## src/rtl/fifo_sync_flags.sv

```systemverilog
// fifo_sync_flags: single-clock FIFO with occupancy count, programmable
// almost-full/almost-empty thresholds, synchronous flush, sticky
// overflow/underflow flags and full-with-simultaneous-read acceptance.
// Optional build macro: FIFO_FWFT_EN selects first-word-fall-through output
// (combinational head word); undefined gives a registered dout with 1-cycle
// read latency.
module fifo_sync_flags #(
  parameter int DATA_WIDTH = 8,
  parameter int ADDR_WIDTH = 4,
  parameter int AF_LEVEL   = 12,
  parameter int AE_LEVEL   = 4
) (
  input  logic                  clk,
  input  logic                  reset_n,
  input  logic                  clr,
  input  logic                  wr_en,
  input  logic [DATA_WIDTH-1:0] din,
  input  logic                  rd_en,
  output logic [DATA_WIDTH-1:0] dout,
  output logic                  full,
  output logic                  empty,
  output logic                  almost_full,
  output logic                  almost_empty,
  output logic [ADDR_WIDTH:0]   count,
  output logic                  overflow,
  output logic                  underflow
);

  localparam int               DEPTH   = 1 << ADDR_WIDTH;
  localparam logic [ADDR_WIDTH:0] AF_L = (ADDR_WIDTH+1)'(AF_LEVEL);
  localparam logic [ADDR_WIDTH:0] AE_L = (ADDR_WIDTH+1)'(AE_LEVEL);
  localparam logic [ADDR_WIDTH:0] PTR_ONE = (ADDR_WIDTH+1)'(1);

  logic [DATA_WIDTH-1:0] r_mem [DEPTH];
  // Extra MSB is the wrap bit so full and empty are distinguishable.
  logic [ADDR_WIDTH:0]   r_wr_ptr, r_rd_ptr;
  logic                  r_overflow, r_underflow;

  logic [ADDR_WIDTH:0]   w_count;
  logic                  w_full, w_empty;
  logic                  w_rd_acc, w_wr_acc;

  assign w_count = r_wr_ptr - r_rd_ptr;
  assign w_empty = (r_wr_ptr == r_rd_ptr);
  assign w_full  = (r_wr_ptr[ADDR_WIDTH] != r_rd_ptr[ADDR_WIDTH]) &&
                   (r_wr_ptr[ADDR_WIDTH-1:0] == r_rd_ptr[ADDR_WIDTH-1:0]);

  // A read on a full FIFO frees a slot, so a same-cycle write still lands.
  // On an empty FIFO there is no bypass: the read is rejected.
  assign w_rd_acc = rd_en & ~w_empty;
  assign w_wr_acc = wr_en & (~w_full | w_rd_acc);

  assign count        = w_count;
  assign empty        = w_empty;
  assign full         = w_full;
  assign almost_full  = (w_count >= AF_L);
  assign almost_empty = (w_count <= AE_L);
  assign overflow     = r_overflow;
  assign underflow    = r_underflow;

  // Storage write; contents survive flush and reset by design.
  always_ff @(posedge clk) begin
    if (!clr && w_wr_acc)
      r_mem[r_wr_ptr[ADDR_WIDTH-1:0]] <= din;
  end

  // Pointer advance and sticky error flags; flush beats any same-cycle request.
  always_ff @(posedge clk or negedge reset_n) begin
    if (!reset_n) begin
      r_wr_ptr    <= '0;
      r_rd_ptr    <= '0;
      r_overflow  <= 1'b0;
      r_underflow <= 1'b0;
    end else if (clr) begin
      r_wr_ptr    <= '0;
      r_rd_ptr    <= '0;
      r_overflow  <= 1'b0;
      r_underflow <= 1'b0;
    end else begin
      if (w_wr_acc)           r_wr_ptr    <= r_wr_ptr + PTR_ONE;
      if (w_rd_acc)           r_rd_ptr    <= r_rd_ptr + PTR_ONE;
      if (wr_en && !w_wr_acc) r_overflow  <= 1'b1;
      if (rd_en && !w_rd_acc) r_underflow <= 1'b1;
    end
  end

`ifdef FIFO_FWFT_EN
  // Head word falls through; meaningless while empty.
  assign dout = r_mem[r_rd_ptr[ADDR_WIDTH-1:0]];
`else
  logic [DATA_WIDTH-1:0] r_dout;

  // Registered read port: loads on an accepted read, holds otherwise.
  always_ff @(posedge clk or negedge reset_n) begin
    if (!reset_n)      r_dout <= '0;
    else if (clr)      r_dout <= '0;
    else if (w_rd_acc) r_dout <= r_mem[r_rd_ptr[ADDR_WIDTH-1:0]];
  end

  assign dout = r_dout;
`endif

endmodule

```

## config.mk

```make
export PLATFORM = sky130hd
export DESIGN_NAME = fifo_sync_flags
export DESIGN_NICKNAME = d
export VERILOG_FILES = /design/src/rtl/fifo_sync_flags.sv
export SDC_FILE = /design/constraint.sdc
export NUM_CORES = 1
export LEC_CHECK = 0
export BUFFER_PORTS_ARGS = -buffer_cell sky130_fd_sc_hd__buf_4
export CORE_MARGIN = 1.5
export CORE_UTILIZATION = 60
export DETAILED_ROUTE_END_ITERATION = 10
export PLACE_DENSITY_LB_ADDON = 0.25
export SETUP_SLACK_MARGIN = 0.4
export SYNTH_ARGS = -nofsm -noshare
export SYNTH_HDL_FRONTEND = slang
export SYNTH_SLANG_ARGS = --single-unit
```

## constraint.sdc

```tcl
create_clock -name clk -period 3.9 [get_ports clk]
set_input_delay 0.195 -clock clk [delete_from_list [all_inputs] [get_ports clk]]
set_output_delay 0.195 -clock clk [all_outputs]
set_load 0.02 [all_outputs]
```

==> impl_metrics.json <==
{
  "ir_drop_uv": 371,
  "power.density_mw_per_mm2": 539,
  "synthArstFlopShare_pct": 13.5,
  "cts_resized": 0,
  "nNetsFinal": 418,
  "drt_iter0_drc": 273,
  "yosys-top-cells-count": "128 x edfxtp_1, 26 x nor2_1, 20 x dfrtp_1",
  "min_period_over_period_pct": 75.7,
  "hold_class": "primary input to flip-flop",
  "yosys_warnings": 0,
  "core_area_sq_mm": 0.00991,
  "layout.cells.non_filler": 541,
  "die_y_um": 105,
  "worstSetupPathType": "flip-flop to flip-flop",
  "grt_setup_unrepaired": "false",
  "syn_area_sq_mm": 0.00619,
  "setup_viol": 0,
  "yosysTopAreaCell": "edfxtp_1",
  "grt_remaining_overflow": 0,
  "ant_nets": 0,
  "hold_viol": 0,
  "portBuffers": 31,
  "yosysSeqAreaShare_pct": 70.2,
  "routedWlPerCell_um": 23.5,
  "synth-edff-count": 128,
  "fmaxAchievable_ghz": 0.339,
  "design.die.area_sq_mm": 0.0109,
  "skew_ps": 9.84,
  "maxCapViolCount": 0,
  "critical_path.max_fanout": 8,
  "die_w_um": 105,
  "grt_use_total_pct": 25.1,
  "gp_congestion": 0.813,
  "avgSynthCellArea_sq_um": 18.6,
  "cpPeakStageDelay_ps": 600,
  "start_kind": "flip-flop",
  "place_ws_ps": 1030,
  "grt_max_degree": 37,
  "io_pins": 32,
  "antenna_found_initial": 0,
  "endpoint_kind": "flip-flop",
  "tightestPinTransition_ps": 676,
  "multiInputGateArea_sq_mm": 0.00170,
  "hpwlAfterDp_um": 7660,
  "syn_nets": 355,
  "slowest_stage": "a311oi_1",
  "initial_core_util_pct": 62.4,
  "syn2layout_area_growth_pct": 17.8,
  "vias": 3324,
  "seqCellArea_sq_mm": 0.00435,
  "setup-tns-final_ps": 0,
  "drcViolationCount": 0,
  "cts-root-buf": "clkbuf_8",
  "clk_latency_ps": 520,
  "ys_ff_latch": 148,
  "cts_setup_buffers": 0,
  "required_ps": 4060,
  "worst_slack_ps": 948,
  "numCtsBuffers": 17,
  "drive_gt1_share_pct": 24.3,
  "crit_arrival_ps": 3110,
  "fill_cells": 600,
  "status": "completed",
  "cts.reportedPaths.clkPinSlew_ps": 70,
  "row_count": 36,
  "cts_tree": "built",
  "grt_pass1_vias": 3418,
  "yosysMostFrequentCell": "edfxtp_1",
  "cts_sinks": 148,
  "cts.hold.buffers_added": 11,
  "p_leak_nw": 2.67,
  "synth-main-ff-cell": "edfxtp_1",
  "grt_pass1_wl_um": 19500,
  "dp_cells": 498,
  "cts_buffer_depth": 2,
  "drv_slew": 0,
  "syn-instance-count": 332,
  "antennaDiodeCount": 0,
  "crit_chain": "inv_1 > ha_1 > and4_1 > a311oi_1 > nand2_1 > nor2_1",
  "ys_types": 45,
  "firstDrtPassIters": 5,
  "yosysTopAreaCellShare_pct": 62.1,
  "fin_crit_ps": 2950,
  "finalPower_mw": 3.93,
  "htree_levels": 4,
  "synth_area_leaders": "edfxtp_1 62%, dfrtp_1 8.1%, mux4_1 8.1%",
  "totalWireLength_um": 12700,
  "slew-limit-headroom_pct": 54.5,
  "viasPerCell": 6.14
}
## cell usage in the layout (no fill, tap or decap), types with 2 or more instances in the layout
master,instances
edfxtp_1,128
buf_4,49
nor2_1,26
mux4_1,19
dfrtp_1,19
mux2i_1,18
clkbuf_16,16
mux4_2,13
inv_1,11
dlygate4sd3_1,11
ha_1,9
nand2_1,8
nand3b_1,8
o221ai_1,8
inv_6,7
xnor2_1,5
o21ai_0,4
a21oi_1,4
nor3_1,4
xor2_1,3
or3_1,3
clkinvlp_4,3
nor2b_1,2
clkinv_2,2
a311oi_1,2
nand2b_1,2
o31ai_1,2
inv_8,2
## layout make-up
type / count / area share [%]
clock buffer: 17 / 5.68
clock inverter: 15 / 1.99
inverter: 12 / 0.635
multi-input combinational: 156 / 23.3
sequential: 148 / 59.6
tap: 133 / 2.28
timing repair buffer: 60 / 6.56
## final timing paths
path / to / slack (ps) / startpoint / depth (start not counted)
min in group asynchronous: underflow / 100 / reset_n / 2
setup reg to reg: r_mem[12][1] / 950 / r_wr_ptr[0] / 6
hold / removal: r_mem[9][7] / 30 / din[7] / 1
max in group asynchronous: r_rd_ptr[0] / 3560 / reset_n / 2
setup / recovery: r_mem[12][1] / 950 / r_wr_ptr[0] / 6
hold reg to reg: dout[6] / 530 / dout[6] / 2
## logic make-up after synthesis
kind of cell,Yosys count,share of synthesized area (%)
mux,50,15.7
flops,148,70.2
buf+inv,28,2.41
xor+xnor,9,1.40
compound gates,28,3.40
simple gates,59,4.75
fa+ha+maj,10,2.14
## per-stage QoR
step | cell area, sq um | hold WS [ps] | util, %
floorplan | 6190 | -101 | -
finish | 7290 | 31.0 | 73.6
global route | 7290 | 15.6 | 73.6
CTS | 7290 | 1.66 | 73.6
detailed placement | 6620 | 96.1 | 66.8
global placement | 6620 | 90.5 | 66.8
## worst max-delay path, delay by kind of cell, from the launching register on
family	cells	cell delay, ps
compound gates	1	600
fa+ha+maj	1	360
buf+inv	1	120
flops	1	400
simple gates	3	1100
## state kept, by name, indices dropped and copies added, names as in the netlist
signal / count
dout: 8
overflow: 1
underflow: 1
r_rd_ptr: 5
r_mem: 128
r_wr_ptr: 5
## where the power goes
group	switching, mW	total (mW)	internal, mW
combinational	0.349	0.629	0.280
clock	0.660	1.52	0.864
sequential	0.0196	1.77	1.75
## routing by layer
metal | GRT usage (%) | up-vias | part of all wire [%]
li1 | - | 1474 | -
met1 | 35.3 | 1699 | 44
met5 | 0 | - | 0
met4 | 11.8 | 0 | 3.4
met2 | 37.8 | 124 | 48
met3 | 5.99 | 27 | 4.8
No activity file was read; power rests on OpenSTA's default activity.
